--- config.mk ---
export PLATFORM = sky130hd
export DESIGN_NAME = decoder_scan_n
export DESIGN_NICKNAME = d
export VERILOG_FILES = /design/src/rtl/decoder_scan_n.sv
export SDC_FILE = /design/constraint.sdc
export NUM_CORES = 1
export LEC_CHECK = 0
export CORE_UTILIZATION = 55
export DETAILED_ROUTE_END_ITERATION = 10
export GPL_TIMING_DRIVEN = 0
export PLACE_DENSITY = 0.86
export SYNTH_ARGS = -nofsm -noshare
export SYNTH_HDL_FRONTEND = slang
export SYNTH_SLANG_ARGS = --single-unit
--- constraint.sdc ---
create_clock -name clk -period 2.4 [get_ports clk]
set_input_delay 0.36 -clock clk [delete_from_list [all_inputs] [get_ports clk]]
set_output_delay 0.36 -clock clk [all_outputs]
set_load 0.05 [all_outputs]
--- src/rtl/decoder_scan_n.sv ---
// Registered N-way decoder with direct select, free-running up/down scan and
// a one-shot sweep. dout, idx, busy and done all come straight from flops.
module decoder_scan_n #(
  parameter int SEL_W   = 3,
  parameter int DWELL   = 4,
  parameter bit ACT_LOW = 1'b0
) (
  input  logic                  clk,
  input  logic                  rst_n,
  input  logic                  en,
  input  logic [1:0]            mode,
  input  logic [SEL_W-1:0]      sel,
  input  logic                  start,
  output logic [2**SEL_W-1:0]   dout,
  output logic [SEL_W-1:0]      idx,
  output logic                  busy,
  output logic                  done,
  output logic [1:0]            dbg_state
);

  localparam int N = 2**SEL_W;
  localparam logic [7:0]   DWELL_LAST = 8'(DWELL - 1);
  localparam logic [N-1:0] INACTIVE   = {N{ACT_LOW}};
  localparam logic [1:0]   M_DIRECT   = 2'b00;
  localparam logic [1:0]   M_SWEEP    = 2'b11;

  typedef enum logic [1:0] {
    ST_DIRECT  = 2'd0,
    ST_SCAN    = 2'd1,
    ST_SW_IDLE = 2'd2,
    ST_SW_RUN  = 2'd3
  } state_t;

  state_t           r_state;
  state_t           w_state_nxt;
  state_t           w_base;
  logic [1:0]       r_mode;
  logic [SEL_W-1:0] r_idx;
  logic [7:0]       r_cnt;
  logic             r_busy;
  logic             r_done;
  logic [N-1:0]     r_dout;

  logic [SEL_W-1:0] w_idx_nxt;
  logic [7:0]       w_cnt_nxt;
  logic             w_busy_nxt;
  logic             w_done_nxt;
  logic [N-1:0]     w_dout_nxt;
  logic             w_mode_chg;
  logic             w_cnt_last;
  logic             w_idx_top;
  logic             w_start_ok;

  function automatic logic [N-1:0] active_code(input logic [SEL_W-1:0] i);
    logic [N-1:0] v;
    v    = '0;
    v[i] = 1'b1;
    return v ^ INACTIVE;
  endfunction

  assign w_mode_chg = (mode != r_mode);
  assign w_cnt_last = (r_cnt == DWELL_LAST);
  assign w_idx_top  = (r_idx == {SEL_W{1'b1}});
  // A start coinciding with the done pulse is dropped; a fresh start must follow.
  assign w_start_ok = en && start && !r_done;

  always_comb begin
    case (mode)
      M_DIRECT: w_base = ST_DIRECT;
      M_SWEEP:  w_base = ST_SW_IDLE;
      default:  w_base = ST_SCAN;
    endcase
  end

  // State register
  always_ff @(posedge clk) begin
    if (!rst_n) begin
      r_state <= ST_DIRECT;
      r_mode  <= M_DIRECT;
    end else begin
      r_state <= w_state_nxt;
      r_mode  <= mode;
    end
  end

  // Next-state logic
  always_comb begin
    w_state_nxt = r_state;
    if (w_mode_chg) begin
      w_state_nxt = w_base;
    end else begin
      case (r_state)
        ST_SW_IDLE: if (w_start_ok) w_state_nxt = ST_SW_RUN;
        ST_SW_RUN:  if (en && w_cnt_last && w_idx_top) w_state_nxt = ST_SW_IDLE;
        default:    w_state_nxt = r_state;
      endcase
    end
  end

  // Output / datapath next values
  always_comb begin
    w_idx_nxt  = r_idx;
    w_cnt_nxt  = r_cnt;
    w_busy_nxt = r_busy;
    w_done_nxt = 1'b0;
    w_dout_nxt = INACTIVE;
    if (w_mode_chg) begin
      // The change cycle is dwell slot 0 of the new mode with idx held.
      w_cnt_nxt  = 8'd0;
      w_busy_nxt = 1'b0;
      if (en && (mode != M_SWEEP)) w_dout_nxt = active_code(r_idx);
    end else begin
      case (r_state)
        ST_DIRECT: begin
          w_cnt_nxt  = 8'd0;
          w_busy_nxt = 1'b0;
          if (en) begin
            w_idx_nxt  = sel;
            w_dout_nxt = active_code(sel);
          end
        end
        ST_SCAN: begin
          w_busy_nxt = 1'b0;
          if (en) begin
            if (w_cnt_last) begin
              w_cnt_nxt = 8'd0;
              w_idx_nxt = r_mode[1] ? SEL_W'(r_idx - 1'b1) : SEL_W'(r_idx + 1'b1);
            end else begin
              w_cnt_nxt = 8'(r_cnt + 8'd1);
            end
            w_dout_nxt = active_code(w_idx_nxt);
          end
        end
        ST_SW_IDLE: begin
          w_busy_nxt = 1'b0;
          if (w_start_ok) begin
            w_idx_nxt  = '0;
            w_cnt_nxt  = 8'd0;
            w_busy_nxt = 1'b1;
            w_dout_nxt = active_code('0);
          end
        end
        default: begin
          if (en) begin
            if (w_cnt_last) begin
              w_cnt_nxt = 8'd0;
              if (w_idx_top) begin
                w_busy_nxt = 1'b0;
                w_done_nxt = 1'b1;
              end else begin
                w_idx_nxt  = SEL_W'(r_idx + 1'b1);
                w_dout_nxt = active_code(w_idx_nxt);
              end
            end else begin
              w_cnt_nxt  = 8'(r_cnt + 8'd1);
              w_dout_nxt = active_code(r_idx);
            end
          end
        end
      endcase
    end
  end

  always_ff @(posedge clk) begin
    if (!rst_n) begin
      r_idx  <= '0;
      r_cnt  <= 8'd0;
      r_busy <= 1'b0;
      r_done <= 1'b0;
      r_dout <= INACTIVE;
    end else begin
      r_idx  <= w_idx_nxt;
      r_cnt  <= w_cnt_nxt;
      r_busy <= w_busy_nxt;
      r_done <= w_done_nxt;
      r_dout <= w_dout_nxt;
    end
  end

  assign dout      = r_dout;
  assign idx       = r_idx;
  assign busy      = r_busy;
  assign done      = r_done;
  assign dbg_state = r_state;

endmodule

==> metrics.md <==
| Metric | Value |
|---|---|
| Total negative slack | 0 ps |
| First-pass iteration count of the detailed router | 5 |
| Grt total ovfl | 0 |
| Type of element launching the critical path | flip-flop |
| Arrival time of the worst setup path | 2560 ps |
| Highest ir drop seen on vdd | between 0.3 and 0.4 mV |
| Critical Path End Type | flip-flop |
| Final Critical Period | between 2000 and 2500 ps |
| Depth of the most critical reg-to-reg path | 7 |
| Area Overhead vs Synth | 17.6% |
| Critical Path Source | r_cnt[0] |
| Total track usage | 0.313 |
| Required time of the critical path | about 2600 ps |
| Critical register-to-register path endpoint | idx[2] |
| Most instantiated cells after synthesis | sky130_fd_sc_hd__dfxtp_1, sky130_fd_sc_hd__nand2_1, sky130_fd_sc_hd__nor2_1 |
| Antenna violations before repair | 0 |
| Post-Syn Instances | 233 |
| Pwr Density | 426 nW/um2 |
| Vias in the first global route | around 1600 |
| Synthesis-stage register bit count | 25 |
| Later-pin clock latency in the skew report | about 320 ps |
| Complex-gate fraction of the synthesized area | 0.233 |
| Slew HR | 0.569 |
| Final setup violation count | 0 |
| Number of fill cells in the layout | just under 300 |
| EDFF count, synth | 0 |
| Antenna Diode Count | 0 |
| Worst-path fanout max | 10 |
| Destination of the critical timing path | idx[2] |
| Result of the run | finished, final reports clean |
| Upper clock frequency limit | between 400 and 500 MHz |
| Reg-to-reg setup timing slack | 50 ps |
| Proportion of register bits with asynchronous set or reset after synthesis | 0 |
| Summed instance area of the synthesized netlist | approximately 1800 um2 |
| Final weighted congestion in routability-driven placement | between 1 and 1.5 |
| Pin count of the biggest net entering global routing | 14 |
| Placeable core area | ~3100 um2 |
| CTS clock-pin slew for the worst setup and hold paths | around 140 ps |
| Leading cell type by number of instances after synthesis | sky130_fd_sc_hd__dfxtp_1 |
| Period Utilization, post-route | 0.978 |
| Dominant combinational cell family by area after synthesis | simple AND/OR/NAND/NOR gates |
| Average footprint of a synthesized cell | between 7 and 8 um2 |
| Bufs and invs on worst path | 1 |
| Routed wire length | about 5.2 mm |
| Syn Nets | about 250 |
| Final hold violation count | 0 |
| Reg2reg start | r_cnt[0] |
| Average routed wire per standard cell | between 15 and 20 um |
| Area of the die | 3540 um2 |
| Total of warnings raised by yosys | 0 |
| Final Total Pwr | about 0.9 mW |
| XOR/XNOR share of the synthesized area | 0.0523 |
| Count of distinct cell types in the synthesized netlist | 58 |
| Adder and majority gate portion of the synthesized area | 0.0344 |
| Largest stage delay on the critical path | about 500 ps |
| Port Buffers | 21 |
| Slew at the pin closest to its max-slew limit | 642 ps |
| Cell types occupying the most area after synthesis | sky130_fd_sc_hd__dfxtp_1, sky130_fd_sc_hd__xnor2_1, sky130_fd_sc_hd__nand2_1, sky130_fd_sc_hd__a21oi_1, sky130_fd_sc_hd__nand3_1 |
| Clock sinks | 25 |
| Sequential-to-total area share from yosys stat | 0.275 |
| Effective utilization at floorplan | 0.586 |
| Series of cell instances along the critical path | ha_1, nor4b_4, nand2_1, buf_2, o21a_1, a222oi_1, a21oi_1 |
| Die width | between 50 and 60 um |
| Slew Limit Fails | 0 |
| Type of the worst setup path | flip-flop to flip-flop |
| ANT nets after route | 0 |
| Die Y | 59.5 um |
| Final Skew | about 14 ps |
| First DRT Iteration DRCs | 196 |
| Share of final-layout standard cells stronger than drive strength 1 | 0.120 |
| I/O pin total | 24 |
| Total via count after detailed routing | about 1900 |
| Proportion of synthesized area in mux cells | 0.00551 |
| Routed via count divided by cell count | ~6.4 |
| DRC violations left | 0 |
| Max-cap viol count | 0 |
| Hold_buf cts | 0 |
| DPL Wire Length | ~3.9 mm |
| Fraction of post-synthesis cell area in the top cell type by area | 0.275 |
| Clock Tree Buf Depth | 2 |
| Min-delay worst type | input port to flip-flop |
| Clock tree from TritonCTS | built |
| Number of logic stages on the critical path including buffering | 7 |
| Placement row count | 20 |
| Top cell type by total area after synthesis | sky130_fd_sc_hd__dfxtp_1 |
| CTS root buf | sky130_fd_sc_hd__clkbuf_4 |
| H-tree lvl count | 1 |
| Simple-gate area share of the yosys netlist | 0.338 |
| First-pass GRT wire length | around 8.2 mm |
| Leakage dissipation | slightly above 0.7 nW |
| Post-layout nets | 274 |
| Prevailing post-synth register cell | sky130_fd_sc_hd__dfxtp_1 |
| Largest delay share family, worst path | compound AO/OA/AOI/OAI gates |
| Crit-path slowest cell | sky130_fd_sc_hd__a222oi_1 |
| CTS Buf Count | 3 |
-- report_power, final --
group	total [mW]	internal (mW)	switching [mW]
registers	0.442	0.427	0.0151
clock network	0.190	0.0651	0.125
logic	0.278	0.100	0.178
total	0.910	0.593	0.318
-- per-stage QoR --
stage | instance area [um2] | setup slack (ps) | util | hold WS [ps] | std cells
after floorplan | 1820 | 144 | - | 460 | 233
after global placement | 2090 | -40.9 | 0.672 | 468 | 298
after detailed placement | 2090 | -43.2 | 0.672 | 467 | 298
after CTS | 2110 | 89.1 | 0.680 | 347 | 301
after global routing | 2140 | -0.685 | 0.689 | 343 | 303
final | 2140 | 52.8 | 0.689 | 357 | 303
-- state kept, by name, indices dropped and copies added, names as in the netlist --
signal	count
r_mode	2
dbg_state	2
busy	1
r_cnt	8
dout	8
idx	3
done	1
-- area by class of cell --
class,count,area (um2),area share
tap,44,55.1,0.0257
sequential,25,503,0.235
timing repair buffer,23,225,0.105
buffer,15,78.8,0.0369
multi-input combinational,184,1220,0.570
clock buffer,4,26.3,0.0123
inverter,8,31.3,0.0146
-- cells by family (layout without fill, tap and decap cells) --
logic type	after synthesis	in the layout
xor+xnor	10	10
fa+ha+maj	5	5
flops	25	25
buf+inv	24	50
compound gates	62	62
mux	1	1
simple gates	106	106
-- metal layers --
layer	global-route usage	vias to the layer above	routed length, um
met4	0.110	0	172
met3	0.0655	21	546
li1	-	930	-
met5	0	-	0
met1	0.437	858	2090
met2	0.475	120	2370
-- layout by cell type (no fill, tap or decap), types with 8 or more instances in the layout --
master	n
sky130_fd_sc_hd__nand4_1	11
sky130_fd_sc_hd__xnor2_1	8
sky130_fd_sc_hd__clkdlybuf4s50_1	21
sky130_fd_sc_hd__o21ai_0	12
sky130_fd_sc_hd__a21oi_1	14
sky130_fd_sc_hd__nand2_1	20
sky130_fd_sc_hd__nand3_1	14
sky130_fd_sc_hd__dfxtp_1	23
sky130_fd_sc_hd__nor2_1	15
-- worst min path at each step --
stage | cells after the start | end | startpoint
after floorplan | 2 | r_cnt[1] | r_cnt[1]
after global placement | 2 | busy | busy
after detailed placement | 2 | busy | busy
final | 2 | dout[1] | rst_n
after global routing | 2 | dout[1] | rst_n
after CTS | 2 | dout[1] | rst_n
-- repair_timing --
item	in CTS	in global routing
resized for setup	1	3
setup endpoints to repair	2	3
buffers inserted	0	2
endpoints found under the hold margin	0	0
Note: power is estimated with default switching activity, not from simulation.
